==> config.mk <==
export PLATFORM = sky130hd
export DESIGN_NAME = queue_cntrl_occ
export DESIGN_NICKNAME = d
export VERILOG_FILES = /design/src/rtl/queue_cntrl_occ.sv
export SDC_FILE = /design/constraint.sdc
export NUM_CORES = 1
export LEC_CHECK = 0
export ABC_AREA = 1
export CAP_MARGIN = 10
export CORE_MARGIN = 3
export CORE_UTILIZATION = 34
export CTS_BUF_LIST = sky130_fd_sc_hd__clkbuf_4
export DETAILED_ROUTE_END_ITERATION = 16
export HOLD_SLACK_MARGIN = 0.15
export PLACE_DENSITY = 0.74
export SETUP_SLACK_MARGIN = 0.1
export SYNTH_ARGS = -nofsm -noshare
export SYNTH_HDL_FRONTEND = slang
export SYNTH_SLANG_ARGS = --single-unit
==> constraint.sdc <==
create_clock -name clk -period 8.1 [get_ports clk]
set_input_delay 2.025 -clock clk [delete_from_list [all_inputs] [get_ports clk]]
set_output_delay 2.025 -clock clk [all_outputs]
set_load 0.01 [all_outputs]
==> src/rtl/queue_cntrl_occ.sv <==
// queue_cntrl_occ: pointer/occupancy controller for an external N-entry RAM.
// Handles any depth N >= 2, rejects illegal push/pop, tracks occupancy with
// programmable almost-full/almost-empty thresholds, supports a synchronous
// flush, and keeps sticky overflow/underflow flags.
//
// Handshake: a push is accepted (o_wr_en=1, data written at o_wr_addr) in the
// same cycle it is requested when the queue is not full, or when it is full
// and a pop is accepted alongside it. A pop is accepted (o_rd_en=1, entry at
// o_rd_addr consumed) whenever the queue is not empty; there is no
// write-to-read bypass. Flush and reset suppress both strobes. Rejected
// requests are not retried here; they only raise the sticky error flags.
module queue_cntrl_occ #(
    parameter int N      = 4,
    parameter int ADDR_W = $clog2(N),
    parameter int CNT_W  = $clog2(N + 1)
) (
    input  logic              clk,
    input  logic              rst,
    input  logic              i_push,
    input  logic              i_pop,
    input  logic              i_flush,
    input  logic              i_clr_err,
    input  logic [CNT_W-1:0]  i_af_thresh,
    input  logic [CNT_W-1:0]  i_ae_thresh,
    output logic              o_wr_en,
    output logic [ADDR_W-1:0] o_wr_addr,
    output logic              o_rd_en,
    output logic [ADDR_W-1:0] o_rd_addr,
    output logic [CNT_W-1:0]  o_count_r,
    output logic              o_full_r,
    output logic              o_empty_r,
    output logic              o_almost_full_r,
    output logic              o_almost_empty_r,
    output logic              o_overflow_r,
    output logic              o_underflow_r
);

    localparam logic [ADDR_W-1:0] LAST_PTR = ADDR_W'(N - 1);
    localparam logic [CNT_W-1:0]  FULL_CNT = CNT_W'(N);

    logic [ADDR_W-1:0] wr_ptr_q, wr_ptr_d;
    logic [ADDR_W-1:0] rd_ptr_q, rd_ptr_d;
    logic [CNT_W-1:0]  count_q, count_d;
    logic              full_q, full_d;
    logic              empty_q, empty_d;
    logic              afull_q, afull_d;
    logic              aempty_q, aempty_d;
    logic              ovf_q, ovf_d;
    logic              unf_q, unf_d;
    logic              push_acc, pop_acc;
    logic              push_rej, pop_rej;

    // Accept decisions; a full queue can take a push only with a pop that frees a slot.
    always_comb begin
        push_acc = 1'b0;
        pop_acc  = 1'b0;
        push_rej = 1'b0;
        pop_rej  = 1'b0;
        if (!rst && !i_flush) begin
            pop_acc  = i_pop & ~empty_q;
            push_acc = i_push & (~full_q | i_pop);
            push_rej = i_push & ~push_acc;
            pop_rej  = i_pop & ~pop_acc;
        end
    end

    // Next pointers, occupancy and registered flags derived from the next count.
    always_comb begin
        wr_ptr_d = wr_ptr_q;
        rd_ptr_d = rd_ptr_q;
        count_d  = count_q;
        if (i_flush) begin
            wr_ptr_d = '0;
            rd_ptr_d = '0;
            count_d  = '0;
        end else begin
            if (push_acc) wr_ptr_d = (wr_ptr_q == LAST_PTR) ? '0 : wr_ptr_q + 1'b1;
            if (pop_acc)  rd_ptr_d = (rd_ptr_q == LAST_PTR) ? '0 : rd_ptr_q + 1'b1;
            count_d = count_q + CNT_W'(push_acc) - CNT_W'(pop_acc);
        end
        full_d   = (count_d == FULL_CNT);
        empty_d  = (count_d == '0);
        afull_d  = (count_d >= i_af_thresh);
        aempty_d = (count_d <= i_ae_thresh);
        // A new rejection in the same cycle as a clear keeps the flag set.
        ovf_d    = push_rej | (ovf_q & ~i_clr_err);
        unf_d    = pop_rej  | (unf_q & ~i_clr_err);
    end

    // State register; reset overrides every other request.
    always_ff @(posedge clk) begin
        if (rst) begin
            wr_ptr_q <= '0;
            rd_ptr_q <= '0;
            count_q  <= '0;
            full_q   <= 1'b0;
            empty_q  <= 1'b1;
            afull_q  <= 1'b0;
            aempty_q <= 1'b1;
            ovf_q    <= 1'b0;
            unf_q    <= 1'b0;
        end else begin
            wr_ptr_q <= wr_ptr_d;
            rd_ptr_q <= rd_ptr_d;
            count_q  <= count_d;
            full_q   <= full_d;
            empty_q  <= empty_d;
            afull_q  <= afull_d;
            aempty_q <= aempty_d;
            ovf_q    <= ovf_d;
            unf_q    <= unf_d;
        end
    end

    assign o_wr_en          = push_acc;
    assign o_rd_en          = pop_acc;
    assign o_wr_addr        = wr_ptr_q;
    assign o_rd_addr        = rd_ptr_q;
    assign o_count_r        = count_q;
    assign o_full_r         = full_q;
    assign o_empty_r        = empty_q;
    assign o_almost_full_r  = afull_q;
    assign o_almost_empty_r = aempty_q;
    assign o_overflow_r     = ovf_q;
    assign o_underflow_r    = unf_q;

endmodule
==> flow_summary.json <==
{
  "outcome": "finished, final reports clean",
  "drt_iter0_markers": 6,
  "ys_seq_area_share_pct": 36.2,
  "cts_sinks": 13,
  "rr_worst_depth": 15,
  "critical_path.max_fanout": 8,
  "worstHoldPathCells": 2,
  "layout_setup_ws_ns": 2.48,
  "dp.cells": 146,
  "die_h_um": 52,
  "fin_area_um2": 1040,
  "syn_area_per_cell_um2": 7.74,
  "worstMarginPinSlew_ns": 0.270,
  "postCtsSetupBuffers": 0,
  "cp_cell_sequence": "clkdlybuf4s50_1 -> nor2_4 -> nand3_1 -> inv_1 -> clkdlybuf4s50_1",
  "wirelength_um": 1480,
  "wl_per_cell_um": 9.83,
  "post_cts_resized": 0,
  "worst-path-buf-inv": 3,
  "final-hold-violation-count": 0,
  "grt_pass1_wl_um": 2600,
  "crit_cells": 5,
  "critPathCaptureType": "output port",
  "crit_required_ns": 6.08,
  "grt_max_degree": 9,
  "yosys_warnings": 0,
  "arrival_ns": 3.59,
  "final_nets": 147,
  "n_antenna_cell": 0,
  "min_path_type": "reg -> reg",
  "antenna_found_initial": 0,
  "rows": 16,
  "ys_top_cells_by_area": "dfxtp_1 (36%), ha_1 (17%), inv_1 (10%)",
  "largest_reg_flops": 3,
  "fin_cells": 150,
  "crit_family": "buffers and inverters",
  "max_cap_violations": 0,
  "ant_nets": 0,
  "dpl_worst_slack_ns": 2.47,
  "fin_crit_sh_pct": 69.3,
  "crit_path_max_incr_delay_ns": 0.54,
  "cpMostUsedCell": "clkdlybuf4s50_1",
  "fp.dieW_um": 52,
  "drive_above_1_share_pct": 6.50,
  "grt_pass1_vias": 685,
  "mostFrequentLayoutCell": "clkdlybuf4s50_1",
  "place_hpwl_um": 1310,
  "finalSetupViolations": 0,
  "place.port_buffers": 26,
  "vias": 681,
  "insertion_delay_ns": 0.27,
  "power_leakage_nw": 0.511,
  "synth_nets": 116,
  "p_per_area_nw_per_um2": 123,
  "drv_slew": 0,
  "yosysTopAreaCellShare_pct": 36.2,
  "area_delta_synth_final_pct": 45.0,
  "initial_core_util_pct": 36.3,
  "synth_largest_area_cell": "dfxtp_1",
  "die-area_um2": 2700,
  "gr-total-overflow": 0,
  "crit_path_start_kind": "primary input",
  "final_cell_mix": "clkdlybuf4s50_1 (26), inv_1 (20), nand2_1 (17)",
  "gp_congestion": 0.770,
  "placed_area_um2": 1010,
  "routed_via_density": 4.54,
  "syn_area_um2": 719,
  "ios": 27,
  "peakVddDrop_mv": 0.0624,
  "cts_made_buffers": 3,
  "rsz0062_at_grt": "no",
  "path_clk_slew_ns": 0.07,
  "root_buffer": "clkbuf_4",
  "post-route-util_pct": 52.7,
  "ys_seq_elements": 13,
  "postCtsHoldBufs": 0,
  "max-slew-margin-rel_pct": 82.0,
  "slowest_stage": "clkdlybuf4s50_1",
  "crit_type": "in -> out",
  "max-clock-path-buffers": 2,
  "core_um2": 1980,
  "min_period_ns": 5.62,
  "tns_ns": 0,
  "track_usage_pct": 13.0,
  "drcViolationCount": 0,
  "cts_tree": "yes",
  "first_pass_iters": 4,
  "synthCells": 93,
  "fin_skew_ns": 0.00568,
  "synth_cell_types": 15,
  "max_freq_ghz": 0.178,
  "cts_htree_levels": 1
}
[Yosys cell counts]
| cell type | number |
|---|---|
| nand2_1 | 17 |
| inv_2 | 1 |
| nor2_1 | 6 |
| inv_1 | 20 |
| or2_2 | 1 |
| dfxtp_1 | 13 |
| a21oi_1 | 6 |
| nand4_1 | 2 |
| nor3_4 | 1 |
| o21ai_0 | 4 |
| ha_1 | 10 |
| o211ai_1 | 1 |
| fa_1 | 1 |
| nor2_4 | 1 |
| nand3_1 | 9 |
[layout make-up]
cell class	count	area (um2)
Sequential cell	13	260
Inverter	21	78.8
Tap cell	27	33.8
Clock buffer	4	30.0
Timing Repair Buffer	26	260
Multi-Input combinational cell	59	380
Fill cell	180	938
[where the power goes]
part	total, mW	leakage [nW]	internal [mW]	switching (mW)
Clock	0.0415	0.0184	0.0224	0.0191
Combinational	0.0208	0.387	0.0114	0.00933
Sequential	0.0666	0.105	0.0655	0.00108
Total	0.129	0.511	0.0993	0.0295
[worst reg2reg max path, cell delays in order, from the launching register on]
cell and delay, ns:
dfxtp_1 0.37, nor3_4 0.24, ha_1 0.27, inv_1 0.06
ha_1 0.14, inv_1 0.05, fa_1 0.37, inv_1 0.07
nand2_1 0.06, nand3_1 0.08, inv_1 0.07, ha_1 0.30
a21oi_1 0.13, o211ai_1 0.10, nand2_1 0.07, inv_1 0.04
[through the flow]
stage / power [mW] / hold WS (ns)
2_1_floorplan: 0.0773 / 0.481
3_3_place_gp: 0.0884 / 0.457
3_5_place_dp: 0.0891 / 0.466
4_1_cts: 0.132 / 0.476
5_1_grt: 0.138 / 0.512
6_report: 0.129 / 0.474
[cells by family after synthesis]
family	after synthesis	synth area share, %
AO/OA/AOI/OAI	11	8.00
adder cells (fa/ha/maj)	11	20.2
buffers and inverters	21	11.0
flip-flops	13	36.2
AND/OR/NAND/NOR	37	24.7
[worst paths after layout]
path,endpoint,startpoint,slack (ns)
hold / removal,o_underflow_r$_SDFF_PP0_,o_underflow_r$_SDFF_PP0_,0.47
hold reg to reg,o_underflow_r$_SDFF_PP0_,o_underflow_r$_SDFF_PP0_,0.47
setup reg to reg,o_almost_full_r$_SDFF_PP0_,o_empty_r$_SDFF_PP1_,5.59
setup / recovery,o_wr_en,rst,2.48
[layer usage]
| layer | routed length [um] | vias to the layer above | part of all wire [%] | GRT usage [%] |
|---|---|---|---|---|
| li1 | - | 361 | - | - |
| met1 | 597 | 304 | 40 | 13.8 |
| met2 | 793 | 16 | 54 | 24.1 |
| met3 | 84 | 0 | 5.7 | 2.58 |
| met4 | 0 | 0 | 0 | 6.55 |
| met5 | 0 | - | 0 | 0 |
Power figures use the tool's default switching activity.
